$ cat src/rtl/dtc_pkg.sv
`default_nettype none
// ============================================================================
//  Module   : dtc_pkg
//  Purpose  : Shared constants for the dot-product PE job scheduler: FSM
//             state encoding, default PE geometry and a clog2 helper.
//  Revision : 1.0 - initial release
// ============================================================================
package dtc_pkg;

    // Scheduler FSM encoding
    localparam logic [0:0] c_ST_IDLE  = 1'b0;
    localparam logic [0:0] c_ST_ISSUE = 1'b1;

    // Default PE geometry
    localparam int c_PE_LAT = 12;
    localparam int c_DW_ADD = 32;
    localparam int c_N_MUL  = 8;

    // Ceiling log2, usable in constant expressions
    function automatic int dtc_clog2(input int value);
        int r;
        r = 0;
        for (int i = 0; i < 31; i++) begin
            if ((1 << i) < value) begin
                r = i + 1;
            end
        end
        return r;
    endfunction

endpackage
`default_nettype wire

$ cat src/rtl/dtc_sfifo.sv
`default_nettype none
// ============================================================================
//  Module   : dtc_sfifo
//  Purpose  : Synchronous FIFO with power-of-two depth, combinational head
//             read from a registered read pointer, and an occupancy count.
//  Revision : 1.0 - initial release
// ============================================================================
module dtc_sfifo
    import dtc_pkg::*;
#(
    parameter int WIDTH = 32,
    parameter int DEPTH = 16
) (
    input  logic                       clk,
    input  logic                       rst_n,
    input  logic                       push,
    input  logic [WIDTH-1:0]           din,
    input  logic                       pop,
    output logic [WIDTH-1:0]           dout,
    output logic                       full,
    output logic                       empty,
    output logic [dtc_clog2(DEPTH):0]  count
);

    localparam int c_AW = dtc_clog2(DEPTH);
    localparam int c_CW = c_AW + 1;

    logic [WIDTH-1:0] r_mem [DEPTH];
    logic [c_AW-1:0]  r_wr_ptr;
    logic [c_AW-1:0]  r_rd_ptr;
    logic [c_CW-1:0]  r_count;
    logic             w_do_push;
    logic             w_do_pop;

    assign w_do_push = push && !full;
    assign w_do_pop  = pop && !empty;

    // Depth is a power of two, so the count MSB alone marks a full FIFO
    assign full  = r_count[c_CW-1];
    assign empty = (r_count == '0);
    assign count = r_count;
    assign dout  = r_mem[r_rd_ptr];

    // Pointer and occupancy tracking; simultaneous push and pop hold the count
    always_ff @(posedge clk or negedge rst_n) begin
        if (!rst_n) begin
            r_wr_ptr <= '0;
            r_rd_ptr <= '0;
            r_count  <= '0;
        end else begin
            assert (!(push && full));
            if (w_do_push) begin
                r_wr_ptr <= r_wr_ptr + 1'b1;
            end
            if (w_do_pop) begin
                r_rd_ptr <= r_rd_ptr + 1'b1;
            end
            case ({w_do_push, w_do_pop})
                2'b10:   r_count <= r_count + 1'b1;
                2'b01:   r_count <= r_count - 1'b1;
                default: r_count <= r_count;
            endcase
        end
    end

    // Storage array; contents need no reset because occupancy gates visibility
    always_ff @(posedge clk) begin
        if (w_do_push) begin
            r_mem[r_wr_ptr] <= din;
        end
    end

endmodule
`default_nettype wire

$ cat src/rtl/dtc_pe_sched.sv
`default_nettype none
// ============================================================================
//  Module   : dtc_pe_sched
//  Purpose  : Job scheduler for the 8-lane FP32 dot-product PE. Issues one
//             operand chunk per cycle, tracks chunks through the fixed-latency
//             PE, and streams tagged partial sums from an output FIFO. Issue is
//             credit-limited so downstream backpressure never drops a result.
//  Revision : 1.0 - initial release
// ============================================================================
module dtc_pe_sched
    import dtc_pkg::*;
#(
    parameter int N_MUL      = c_N_MUL,
    parameter int DW_ADD     = c_DW_ADD,
    parameter int PE_LAT     = c_PE_LAT,
    parameter int ADDR_W     = 10,
    parameter int LEN_W      = 10,
    parameter int TAG_W      = 4,
    parameter int FIFO_DEPTH = 16
) (
    input  logic              clk,
    input  logic              rst_n,
    input  logic              job_valid,
    output logic              job_ready,
    input  logic [ADDR_W-1:0] job_base_a,
    input  logic [ADDR_W-1:0] job_base_b,
    input  logic [LEN_W-1:0]  job_len_m1,
    input  logic [TAG_W-1:0]  job_tag,
    output logic              rd_en,
    output logic [ADDR_W-1:0] rd_addr_a,
    output logic [ADDR_W-1:0] rd_addr_b,
    input  logic [DW_ADD-1:0] pe_out,
    output logic              ps_valid,
    input  logic              ps_ready,
    output logic [DW_ADD-1:0] ps_data,
    output logic              ps_first,
    output logic              ps_last,
    output logic [TAG_W-1:0]  ps_tag,
    output logic              busy
);

    localparam int c_CW       = dtc_clog2(FIFO_DEPTH) + 1;
    localparam int c_DL_DEPTH = 1 + PE_LAT;
    localparam int c_META_W   = 2 + TAG_W;
    localparam int c_ENTRY_W  = DW_ADD + c_META_W;
    localparam logic [c_CW:0] c_CREDIT_MAX = FIFO_DEPTH[c_CW:0];

    // Reject parameter sets the credit scheme cannot sustain
    if (N_MUL < 1 || FIFO_DEPTH < PE_LAT + 2 || (FIFO_DEPTH & (FIFO_DEPTH - 1)) != 0) begin : g_param_check
        $error("dtc_pe_sched: illegal parameter set");
    end

    logic [0:0]          r_state;
    logic [0:0]          w_state_nxt;
    logic                r_live;
    logic [ADDR_W-1:0]   r_base_a;
    logic [ADDR_W-1:0]   r_base_b;
    logic [LEN_W-1:0]    r_len_m1;
    logic [LEN_W-1:0]    r_cnt;
    logic [TAG_W-1:0]    r_tag;
    logic [c_CW-1:0]     r_inflight;
    logic [c_CW-1:0]     w_inflight_nxt;
    logic [c_DL_DEPTH-1:0] r_dl_vld;
    logic [c_META_W-1:0] r_dl_meta [c_DL_DEPTH];
    logic                r_busy;
    logic                w_busy_nxt;
    logic                w_accept;
    logic                w_last_issue;
    logic                w_has_credit;
    logic                w_push;
    logic                w_pop;
    logic                w_fifo_full;
    logic                w_fifo_empty;
    logic [c_CW-1:0]     w_fifo_count;
    logic [c_CW-1:0]     w_count_nxt;
    logic [c_CW:0]       w_used;
    logic [c_ENTRY_W-1:0] w_fifo_dout;

    assign w_accept     = job_valid && job_ready;
    assign w_last_issue = rd_en && (r_cnt == r_len_m1);
    assign w_used       = {1'b0, w_fifo_count} + {1'b0, r_inflight};
    assign w_has_credit = (w_used < c_CREDIT_MAX);
    assign w_push       = r_dl_vld[c_DL_DEPTH-1];
    assign w_pop        = ps_valid && ps_ready;

    assign rd_addr_a = r_base_a + ADDR_W'(r_cnt);
    assign rd_addr_b = r_base_b + ADDR_W'(r_cnt);

    // FSM state register; r_live holds job_ready low until the first clock after reset
    always_ff @(posedge clk or negedge rst_n) begin
        if (!rst_n) begin
            r_state <= c_ST_IDLE;
            r_live  <= 1'b0;
        end else begin
            r_state <= w_state_nxt;
            r_live  <= 1'b1;
        end
    end

    // FSM next state: leave IDLE on accept, return after the final chunk issues
    always_comb begin
        w_state_nxt = r_state;
        case (r_state)
            c_ST_IDLE:  if (w_accept)     w_state_nxt = c_ST_ISSUE;
            c_ST_ISSUE: if (w_last_issue) w_state_nxt = c_ST_IDLE;
            default:    w_state_nxt = c_ST_IDLE;
        endcase
    end

    // FSM outputs: accept jobs in IDLE, issue chunks in ISSUE while credit remains
    always_comb begin
        job_ready = 1'b0;
        rd_en     = 1'b0;
        case (r_state)
            c_ST_IDLE:  job_ready = r_live;
            c_ST_ISSUE: rd_en     = w_has_credit;
            default:    ;
        endcase
    end

    // Job descriptor latch and chunk counter
    always_ff @(posedge clk or negedge rst_n) begin
        if (!rst_n) begin
            r_base_a <= '0;
            r_base_b <= '0;
            r_len_m1 <= '0;
            r_tag    <= '0;
            r_cnt    <= '0;
        end else if (w_accept) begin
            r_base_a <= job_base_a;
            r_base_b <= job_base_b;
            r_len_m1 <= job_len_m1;
            r_tag    <= job_tag;
            r_cnt    <= '0;
        end else if (rd_en) begin
            r_cnt    <= r_cnt + 1'b1;
        end
    end

    // Delay line matching read latency plus PE latency, carrying chunk identity
    always_ff @(posedge clk or negedge rst_n) begin
        if (!rst_n) begin
            for (int i = 0; i < c_DL_DEPTH; i++) begin
                r_dl_vld[i]  <= 1'b0;
                r_dl_meta[i] <= '0;
            end
        end else begin
            r_dl_vld[0]  <= rd_en;
            r_dl_meta[0] <= {(r_cnt == '0), (r_cnt == r_len_m1), r_tag};
            for (int i = 1; i < c_DL_DEPTH; i++) begin
                r_dl_vld[i]  <= r_dl_vld[i-1];
                r_dl_meta[i] <= r_dl_meta[i-1];
            end
        end
    end

    assign w_inflight_nxt = r_inflight + {{(c_CW-1){1'b0}}, rd_en} - {{(c_CW-1){1'b0}}, w_push};
    assign w_count_nxt    = w_fifo_count + {{(c_CW-1){1'b0}}, w_push} - {{(c_CW-1){1'b0}}, w_pop};
    assign w_busy_nxt     = (w_state_nxt == c_ST_ISSUE) || (w_inflight_nxt != '0) || (w_count_nxt != '0);

    // In-flight chunk count and registered busy flag
    always_ff @(posedge clk or negedge rst_n) begin
        if (!rst_n) begin
            r_inflight <= '0;
            r_busy     <= 1'b0;
        end else begin
            r_inflight <= w_inflight_nxt;
            r_busy     <= w_busy_nxt;
        end
    end

    assign busy = r_busy;

    dtc_sfifo #(
        .WIDTH (c_ENTRY_W),
        .DEPTH (FIFO_DEPTH)
    ) u_ofifo (
        .clk   (clk),
        .rst_n (rst_n),
        .push  (w_push),
        .din   ({pe_out, r_dl_meta[c_DL_DEPTH-1]}),
        .pop   (w_pop),
        .dout  (w_fifo_dout),
        .full  (w_fifo_full),
        .empty (w_fifo_empty),
        .count (w_fifo_count)
    );

    assign ps_valid = !w_fifo_empty;
    assign ps_data  = w_fifo_dout[c_ENTRY_W-1 -: DW_ADD];
    assign ps_first = w_fifo_dout[TAG_W+1];
    assign ps_last  = w_fifo_dout[TAG_W];
    assign ps_tag   = w_fifo_dout[TAG_W-1:0];

endmodule
`default_nettype wire

$ cat config.mk
export PLATFORM = sky130hd
export DESIGN_NAME = dtc_pe_sched
export DESIGN_NICKNAME = d
export VERILOG_FILES = /design/src/rtl/dtc_pkg.sv /design/src/rtl/dtc_sfifo.sv /design/src/rtl/dtc_pe_sched.sv
export SDC_FILE = /design/constraint.sdc
export NUM_CORES = 1
export LEC_CHECK = 0
export ABC_AREA = 1
export ABC_CLOCK_PERIOD_IN_PS = 3600
export CAP_MARGIN = 0
export CORE_UTILIZATION = 55
export DETAILED_ROUTE_END_ITERATION = 8
export GPL_TIMING_DRIVEN = 1
export PLACE_DENSITY = 0.76
export SLEW_MARGIN = 10
export SYNTH_ARGS = -nofsm -noshare
export SYNTH_HDL_FRONTEND = slang
export SYNTH_SLANG_ARGS = --single-unit
export TNS_END_PERCENT = 1
$ cat constraint.sdc
create_clock -name clk -period 3.6 [get_ports clk]
set_clock_uncertainty 0.2 [all_clocks]
set_input_delay 0.72 -clock clk [delete_from_list [all_inputs] [get_ports clk]]
set_output_delay 0.72 -clock clk [all_outputs]
set_load 0.005 [all_outputs]
==> metrics.md <==
| Metric | Value |
|---|---|
| Core Area | `~54000 sq um` |
| Area of the die | `approximately 56000 sq um` |
| Routed WL | `between 70 and 80 mm` |
| Synth warnings | `0` |
| Final hold vios | `0` |
| Final setup margin | `-0.1186 ns` |
| Run status | `complete, but fails checks` |
| Final Max Slew Viols | `0` |
| Fin crit period | `between 3 and 4 ns` |
| I/O pin cnt | `about 130` |
| Switching Fraction | `34.65%` |
| Layout area overhead | `18.53%` |
| Tot GR Track Use | `roughly 28%` |
| Die H | `236.5 microns` |
| Peak Freq | `roughly 0.27 GHz` |
| Critical Path Sink Type | `primary output` |
| Nets | `roughly 2.6k` |
| Cell Pwr Density | `a little under 800 nW/um^2` |
| Leakage power | `13.19 nW` |
| Final Instance Area | `around 36000 sq um` |
| Worst EP arrival | `between 2 and 3 ns` |
| Cell-internal power | `about 18 mW` |
| Clock share of power | `a little over a quarter` |
| VDD IR-drop max | `0.0005311 V` |
| Dpl ws | `approximately 0.16 ns` |
| Max Cap Violations | `0` |
| Gpl congestion | `0.8449` |
| WL met3 | `around 6.6 mm` |
| Minimum hold slack | `0.1424 ns` |
| Initial antenna violation count | `1` |
| Post-synthesis cell type count | `33` |
| Clock Root Buffer | `clkbuf_16` |
| Dominant cell type by area after synthesis | `edfxtp_1` |
| DRC | `0` |
| First-pass GRT wire length | `117.2 mm` |
| Hpwl dp | `38.25 mm` |
| Maximum fanout along the worst path | `65` |
| Most frequent cells in the layout | `608 x edfxtp_1, 345 x nor2_1, 327 x o21ai_0` |
| Final setup vio count | `31` |
| GRT overflow | `0` |
| Starting Density | `55.97%` |
| Syn nets | `roughly 2.5k` |
| Maximum clock path buffer count | `3` |
| PortBufs | `around 130` |
| Hold Path Class | `register to register` |
| Placement Cell Area | `32640 sq um` |
| Cell count after placement | `~3.1k` |
| Clock Sink Count | `approximately 760` |
| #FFs+latches synth | `764` |
| Via/cell ratio | `about 6.2` |
| Clock transition at path regs | `0.06 ns` |
| Htree depth | `3` |
| Finished Layout Cells | `between 3k and 4k` |
| Sequential area share after synthesis | `around 73%` |
| Post-Synthesis Cell Area | `30240 sq um` |
| Clock Latency Late Sink | `~0.61 ns` |
| Combinational power share | `35.4%` |
| Post-Syn Area per Cell | `approximately 13 sq um` |
| TritonCTS clock tree | `built` |
| Number of global-route vias before repair | `slightly above 20k` |
| Switching pwr | `9.691 mW` |
| Drt wl/cell | `23.74 microns` |
| Crit path required time | `2.68 ns` |
| Rows | `between 80 and 90` |
| Relative slew margins | `45.63%` |
| Post-synth top area share | `60.37%` |
| Ratio of cells with drive above 1 in the final layout | `under 10%` |
| Setup CP Type | `register to primary output` |
| Met1 wire length | `between 20 and 30 mm` |
| Max layer used | `met4` |
| Final period utilization | `103.3%` |
| Unrepaired setup endpoints after global routing | `true` |
| Commonest non-fill, non-tap cell in the layout | `edfxtp_1` |
| Syn Inst Count | `2351` |
| CTS Buf Count | `76` |
| First-pass DRT Iterations | `6` |
| Metal2 WL | `approximately 40 mm` |
| Largest net degree at the start of global routing | `slightly above 80` |
| Detail Route Antenna Nets | `0` |
| Total number of vias | `20.18k` |
| Seq pwr share | `between 30% and 40%` |
| Least-Margin Pin Slew | `just over 0.8 ns` |
| Die Span X | `between 200 and 250 microns` |
| Top cells by area, synth | `edfxtp_1 60%, dfrtp_1 13%, o21ai_0 5.6%` |
| CP Launch Type | `register` |
| DRT iter0 DRCs | `between 2k and 3k` |
| Failing checks | `setup timing` |
[cell usage after synthesis]
library cell and n:
edfxtp_1 608, nor2_1 361, o21ai_0 339, nand2_1 247
dfrtp_1 156, inv_1 96, o221ai_1 92, nand3_1 87
o211ai_1 62, clkbuf_1 58, a21oi_1 45, ha_1 44
buf_2 41, xor2_1 25, o21ai_1 16, buf_4 11
clkbuf_2 10, buf_1 9, nand4_1 7, xnor2_1 7
fa_1 5, nor3_1 5, buf_6 4, inv_2 3
a21o_1 2, a31oi_1 2, nand3b_1 2, o21bai_1 2
and2_0 1, clkinv_1 1, conb_1 1, nand2_2 1
nor4_1 1
[worst max-delay path, cell delays in order (launching register included)]
cell             delay [ns]
dfrtp_4                0.51
buf_6                  0.17
buf_12                 0.14
buf_16                 0.22
o21ai_1                0.20
o21ai_0                0.10
o211ai_1               0.22
nand2_1                0.14
clkdlybuf4s50_1        0.47
[flip-flops by register name (all words and copies together), names as in the netlist, 4 cells and up]
| register | flops |
|---|---|
| u_ofifo.r_mem | 608 |
| r_dl_meta | 78 |
| r_dl_vld | 13 |
| r_base_a | 10 |
| r_base_b | 10 |
| r_cnt | 10 |
| r_len_m1 | 10 |
| r_inflight | 5 |
| u_ofifo.count | 5 |
| r_tag | 4 |
| u_ofifo.r_rd_ptr | 4 |
| u_ofifo.r_wr_ptr | 4 |
[final timing paths]
path	end	cells after the start	slack (ns)	start
worst max-delay path	ps_data[16]	8	-0.12	u_ofifo.r_rd_ptr[0]
worst min-delay path	r_dl_meta[47]	0	0.14	r_dl_meta[53]
worst max register to register	busy	16	0.54	u_ofifo.count[3]
worst min register to register	r_dl_meta[47]	0	0.14	r_dl_meta[53]
max in group asynchronous	r_cnt[1]	3	1.79	rst_n
min in group asynchronous	u_ofifo.count[0]	2	0.54	rst_n
[logic make-up (layout without fill, tap and decap cells)]
kind of cell | Yosys count | count (layout) | synth area share, %
xor gates and xnor gates | 32 | 32 | 0.9268
buffers and inverters | 233 | 448 | 3.339
AOI/OAI and AO/OA | 560 | 560 | 10.96
and+or+nand+nor | 712 | 712 | 9.326
DFF | 764 | 764 | 73.28
other | 1 | 2 | 0.01240
adders and majority gates | 49 | 49 | 2.151
[metrics by stage]
stage          total power, mW  TNS [ns]  util, %
6_report                 27.97    -1.339    66.35
5_1_grt                  29.18    -4.974    66.35
4_1_cts                  27.65    -3.340    65.86
3_5_place_dp             19.11         0    60.41
3_3_place_gp             18.74         0    60.41
2_1_floorplan            15.57         0        -
[layout make-up]
class | instances | area [sq um]
sequential | 764 | 22180
fill | 3626 | 18180
multi-input combinational | 1354 | 7405
timing repair buffer | 204 | 2555
clock buffer | 98 | 2077
tap | 696 | 870.8
inverter | 100 | 396.6
clock inverter | 44 | 332.8
timing repair inverter | 2 | 25.02
antenna | 1 | 2.502
[power groups by stage]
| stage | Clock, mW | Combinational (mW) | Sequential [mW] |
|---|---|---|---|
| finish | 7.68 | 9.90 | 10.4 |
| global route | 8.09 | 10.7 | 10.4 |
| CTS | 7.72 | 9.56 | 10.4 |
| detailed placement | 0 | 8.56 | 10.5 |
| global placement | 0 | 8.22 | 10.5 |
| floorplan | 0 | 5.20 | 10.4 |
[layer usage]
layer,vias to the layer above,GRT usage (%)
met5,-,0
met4,0,11.75
met3,204,4.150
met2,1134,46.95
met1,10000,35.58
li1,8840,-
[repair_timing]
action                                  CTS  global route
buffers inserted                          9             0
hold buffers                              1             0
endpoints found under the hold margin    48             0
endpoints found under the setup margin   51            47
cloned                                    9             3
resized for setup                        50            48
pin swaps                                 5             8
No activity file was read; power rests on OpenSTA's default activity.
